[src/rtl/dsm_modulator.sv]
// Second-order 1-bit delta-sigma modulator with ZOH interpolation by M.
// Optional LSB dither via LFSR when DSM_DITHER_EN is defined.
module dsm_modulator #(
  parameter int INPUT_BITS = 16,
  parameter int M          = 16,
  parameter int ACC_W      = INPUT_BITS + 4
) (
  input  logic                  clk,
  input  logic                  reset,
  input  logic                  clear,
  input  logic [INPUT_BITS-1:0] in_data,
  input  logic                  in_valid,
  output logic                  in_ready,
  input  logic                  mode_inc,
  output logic                  bit_out,
  output logic                  bit_valid,
  output logic                  frame_start,
  output logic                  underrun
);

  localparam int CW = (M > 2) ? $clog2(M) : 1;
  localparam logic [CW-1:0] LAST = CW'(M - 1);
  localparam logic signed [ACC_W-1:0] HALF =
    {{(ACC_W-1){1'b0}}, 1'b1} << (INPUT_BITS - 1);

  typedef enum logic {IDLE, RUN} state_t;

  state_t                  state_q;
  state_t                  state_d;
  logic [INPUT_BITS-1:0]   next_buf;
  logic                    next_full;
  logic [INPUT_BITS-1:0]   cur;
  logic [CW-1:0]           cnt;
  logic signed [ACC_W-1:0] i1;
  logic signed [ACC_W-1:0] i2;
  logic                    mode;

  logic                    take;
  logic                    at_last;
  logic                    start;
  logic                    drain;
  logic                    mode_d;
  logic                    dith;
  logic                    y;
  logic signed [ACC_W-1:0] u;
  logic signed [ACC_W-1:0] v;
  logic signed [ACC_W-1:0] i1_nx;
  logic signed [ACC_W-1:0] i2_nx;

  assign in_ready = ~next_full;

`ifdef DSM_DITHER_EN
  logic [15:0] lfsr;
  logic        fb;

  assign fb   = lfsr[15] ^ lfsr[13] ^ lfsr[12] ^ lfsr[10];
  assign dith = lfsr[0];

  // Dither source: steps once per output bit, reseeded on reset/clear.
  always_ff @(posedge clk or posedge reset) begin
    if (reset) begin
      lfsr <= 16'hACE1;
    end else if (clear) begin
      lfsr <= 16'hACE1;
    end else if (state_q == RUN) begin
      lfsr <= {lfsr[14:0], fb};
    end
  end
`else
  assign dith = 1'b0;
`endif

  // Handshake, frame boundary and loop arithmetic.
  always_comb begin
    take    = in_valid & ~next_full;
    at_last = (state_q == RUN) && (cnt == LAST);
    start   = (state_q == IDLE) && next_full;
    drain   = start | (at_last & next_full);
    mode_d  = (start | at_last) ? mode_inc : mode;
    u       = $signed({{(ACC_W-INPUT_BITS){1'b0}}, cur})
            - HALF + ACC_W'(dith);
    y       = ~i2[ACC_W-1];
    v       = y ? HALF : -HALF;
    i1_nx   = i1 + u - v;
    i2_nx   = i2 + i1 - v - v;
  end

  // Next state: leave IDLE once a sample is buffered.
  always_comb begin
    state_d = state_q;
    if (clear) begin
      state_d = IDLE;
    end else if (start) begin
      state_d = RUN;
    end
  end

  // State register.
  always_ff @(posedge clk or posedge reset) begin
    if (reset) begin
      state_q <= IDLE;
    end else begin
      state_q <= state_d;
    end
  end

  // Buffer, integrators, frame counter and registered outputs.
  always_ff @(posedge clk or posedge reset) begin
    if (reset) begin
      next_buf    <= '0;
      next_full   <= 1'b0;
      cur         <= '0;
      cnt         <= '0;
      i1          <= '0;
      i2          <= '0;
      mode        <= 1'b0;
      bit_out     <= 1'b0;
      bit_valid   <= 1'b0;
      frame_start <= 1'b0;
      underrun    <= 1'b0;
    end else if (clear) begin
      next_full   <= 1'b0;
      cnt         <= '0;
      i1          <= '0;
      i2          <= '0;
      bit_out     <= 1'b0;
      bit_valid   <= 1'b0;
      frame_start <= 1'b0;
      underrun    <= 1'b0;
    end else begin
      if (take) begin
        next_buf  <= in_data;
        next_full <= 1'b1;
      end
      if (drain) begin
        cur       <= next_buf;
        next_full <= 1'b0;
      end
      mode     <= mode_d;
      underrun <= at_last & ~next_full;
      if (state_q == RUN) begin
        bit_out     <= y;
        bit_valid   <= 1'b1;
        frame_start <= (cnt == '0);
        cnt         <= at_last ? '0 : cnt + 1'b1;
        if (at_last && mode_d) begin
          i1 <= '0;
          i2 <= '0;
        end else begin
          i1 <= i1_nx;
          i2 <= i2_nx;
        end
      end else begin
        bit_valid   <= 1'b0;
        frame_start <= 1'b0;
        cnt         <= '0;
        i1          <= '0;
        i2          <= '0;
      end
    end
  end

endmodule
[config.mk]
export PLATFORM = sky130hd
export DESIGN_NAME = dsm_modulator
export DESIGN_NICKNAME = d
export VERILOG_FILES = /design/src/rtl/dsm_modulator.sv
export SDC_FILE = /design/constraint.sdc
export NUM_CORES = 1
export LEC_CHECK = 0
export BUFFER_PORTS_ARGS = -buffer_cell sky130_fd_sc_hd__clkbuf_2
export CAP_MARGIN = 0
export CORE_ASPECT_RATIO = 1.2
export CORE_MARGIN = 8
export CORE_UTILIZATION = 35
export DETAILED_ROUTE_END_ITERATION = 7
export PLACE_DENSITY = 0.54
export SYNTH_ARGS = -nofsm -noshare
export SYNTH_HDL_FRONTEND = slang
export SYNTH_SLANG_ARGS = --single-unit
[constraint.sdc]
create_clock -name clk -period 3.1 [get_ports clk]
set_clock_uncertainty 0.2 [all_clocks]
set_input_delay 0.155 -clock clk [delete_from_list [all_inputs] [get_ports clk]]
set_output_delay 0.155 -clock clk [all_outputs]
set_load 0.02 [all_outputs]
==> impl_results.md <==
* Clock tree from TritonCTS: yes
* Worst slew margin relative to its limit at 0.4777
* Number of library cell types mapped by synthesis at 56
* VDD IR max at around 440 uV
* Post-detail-place hpwl at between 8000 and 9000 um
* Crit. End Element: register
* Width of the chip at 130.1 um
* Worst Path Arrival at 2.89 ns
* Remaining routing DRC violations at 0
* Die footprint at ~20000 um2
* Share of synthesized area occupied by flip-flops and latches at 0.3751
* Path type of the worst setup path: reg2reg
* Final critical path time including I/O delays and setup at 2.903 ns
* GP Congestion at approximately 0.86
* Prevailing post-synth register cell: dfrtp_1
* DIE HEIGHT at 153.0 um
* Proportion of synthesized flip-flops having asynchronous set or reset at 1.000
* End-of-flow core utilization at 0.4197
* Wire length per cell after detailed routing at 12.79 um
* Worst setup SP type: register
* Setup violations, final at 0
* Drt first pass iters at 4
* Deepest clock path buffer count at 2
* Unrepaired setup endpoints after global routing: no
* Count of max-cap constraint violations at 0
* Pin count of the biggest net entering global routing at 45
* Number of core rows at 50
* Input/output buffers at 25
* Ys Warns at 0
* Power density normalized to cell area at 1148 nW/um2
* Final Hold Slack at around 0.10 ns
* Clock Tree Root: clkbuf_16
* Endpoints failing hold at 0
* Worst setup slack before clock tree synthesis at 0.08275 ns
* Inserted Clock Buffers at 9
* Result of the run: finished, final reports clean
* Area growth from synthesis to layout at 18.55%
* Final total power at 7.444 mW
* Clock slew seen by the registers of the worst setup and hold paths at 0.07 ns
* Maximum operating frequency at 344.5 MHz
* Number of global-route vias before repair at between 4000 and 5000
* Fraction of final layout cells sized beyond drive strength 1 at 0.1420
* Sum of negative setup slack at 0 ns
* Via-to-Cell Ratio at around 4.7
* Layout filler cell count at approximately 1500
* Number of synthesized register bits at 82
* Final Net Count at 754
* Number of nets with antenna violations after detailed routing at 0
* Post-route clock period utilization at 0.9363
* Required time worst endpoint at 3.09 ns
* Number of top-level pins at 26
* Post-synthesis net count at 698
* Core area at 15450 um2
* Global-route wire length before repair at 18840 um
* Residual overflow from global routing at 0
* Source-to-sink clock delay at the later pin of the worst-skew pair at 0.33 ns
* Final number of max-transition violations at 0
* EDFF count, synth at 0
* Final antenna diode count at 0
* Number of cells produced by synthesis at 601
* Overall global routing resource usage at 0.1187
* Vias at approximately 4100
* Htree depth at 3
* Number of antenna violations at the first check in global routing at 0
* Starting DRC count in detailed routing at around 120
* Average cell area after synthesis at 9.102 um2
* Detailed Route WL at roughly 11000 um
* Peak fanout along the critical path at 4
* Synthesized cell area at 5470 um2
* Initial core utilization at 0.3540
* Clk sink count at 82
* Final worst-path setup slack at 0.1974 ns
* Leakage power summed over all cells at about 3.2 nW
* Least-Margin Pin Slew at 0.7816 ns
* Hold/Removal Path Class: in2reg
[registers in the layout, summed over array words and instances (netlist names)]
| register | flops |
|---|---|
| bit_valid | 1 |
| bit_out | 1 |
| frame_start | 1 |
| cnt | 4 |
| next_buf | 16 |
| i1 | 20 |
| i2 | 20 |
| underrun | 1 |
| cur | 16 |
| next_full | 1 |
| state_q | 1 |
[cell usage after synthesis (4+ instances only)]
cell type | n | area share
xnor2_1 | 18 | 0.029
mux2_2 | 17 | 0.035
ha_1 | 69 | 0.16
a31oi_1 | 4 | 0.0046
dfrtp_1 | 82 | 0.38
nand2b_1 | 4 | 0.0046
a21o_1 | 7 | 0.0096
o21ai_1 | 4 | 0.0037
fa_1 | 7 | 0.026
nand3_1 | 16 | 0.015
inv_1 | 128 | 0.088
a21oi_1 | 30 | 0.027
nand4_1 | 6 | 0.0069
nor3_1 | 4 | 0.0037
and2_1 | 4 | 0.0046
xor2_1 | 18 | 0.029
clkbuf_1 | 6 | 0.0041
o21ai_0 | 31 | 0.028
nor2_1 | 57 | 0.039
nand2_1 | 41 | 0.028
o211ai_1 | 5 | 0.0069
[worst max-delay path: stages (launching register included)]
cell and delay (ns):
dfrtp_1 0.40, fa_1 0.48, ha_1 0.20, inv_1 0.08, fa_2 0.21, a21bo_2 0.15, a22oi_2 0.07, buf_4 0.16
a221oi_4 0.33, nor2_1 0.10, a211oi_2 0.17, xor2_1 0.16, nor2_1 0.05
[area by class of cell]
type / count / area, um2 / area share
multi-input cells: 378 / 2935 / 0.4526
clock buffers: 12 / 246.5 / 0.03801
clock inverters: 4 / 75.07 / 0.01158
repair buffers: 58 / 432.9 / 0.06676
inverters: 128 / 481.7 / 0.07428
well taps: 208 / 260.3 / 0.04013
flip-flops and latches: 82 / 2053 / 0.3166
[metrics by stage]
stage / std cells / cell area (um2)
2_1_floorplan: 601 / 5470
3_3_place_gp: 829 / 5888
3_5_place_dp: 829 / 5888
4_1_cts: 864 / 6400
5_1_grt: 870 / 6485
6_report: 870 / 6485
[what timing repair did]
item	in CTS	in global routing
gates resized for setup	0	8
setup endpoints to repair	0	4
hold buffers	19	0
setup buffers	0	6
hold endpoints to repair	57	0
[layer usage]
layer / global-route usage / wire length [um]
met1: 0.1420 / 5050
met2: 0.2039 / 5715
met3: 0.02123 / 157
met4: 0.04712 / 202
met5: 0 / 0
[report_power, final]
group,total [mW],internal [mW],leakage (nW),switching (mW)
Combinational,4.91,2.13,1.96,2.78
Sequential,1.37,1.28,1.08,0.0884
Clock,1.16,0.729,0.149,0.433
Total,7.44,4.14,3.18,3.30
[path summary, 6_finish.rpt]
check	from	endpoint	slack, ns	cells past startpoint
worst max-delay path	i1[0]	i2[18]	0.20	12
worst min-delay path	mode_inc	i1[11]	0.10	4
worst max register to register	i1[0]	i2[18]	0.20	12
worst min register to register	next_buf[9]	cur[9]	0.28	2
max in group asynchronous	reset	i1[17]	1.80	4
min in group asynchronous	reset	next_buf[3]	0.24	3
[cells in the final DEF (no fill, tap or decap), types with 17 or more instances in the layout]
cell type      count
a21oi_1           30
clkbuf_2          25
dfrtp_1           81
dlygate4sd3_1     19
ha_1              68
inv_1            127
mux2_2            17
nand2_1           41
nor2_1            57
o21ai_0           31
xnor2_1           18
xor2_1            18
[logic make-up after synthesis]
kind of cell,synth area share
simple gates,0.1148
buf+inv,0.09766
xor+xnor,0.05764
compound gates,0.1345
flops,0.3751
fa+ha+maj,0.1834
mux,0.03682
(Power assumes the default switching activity.)
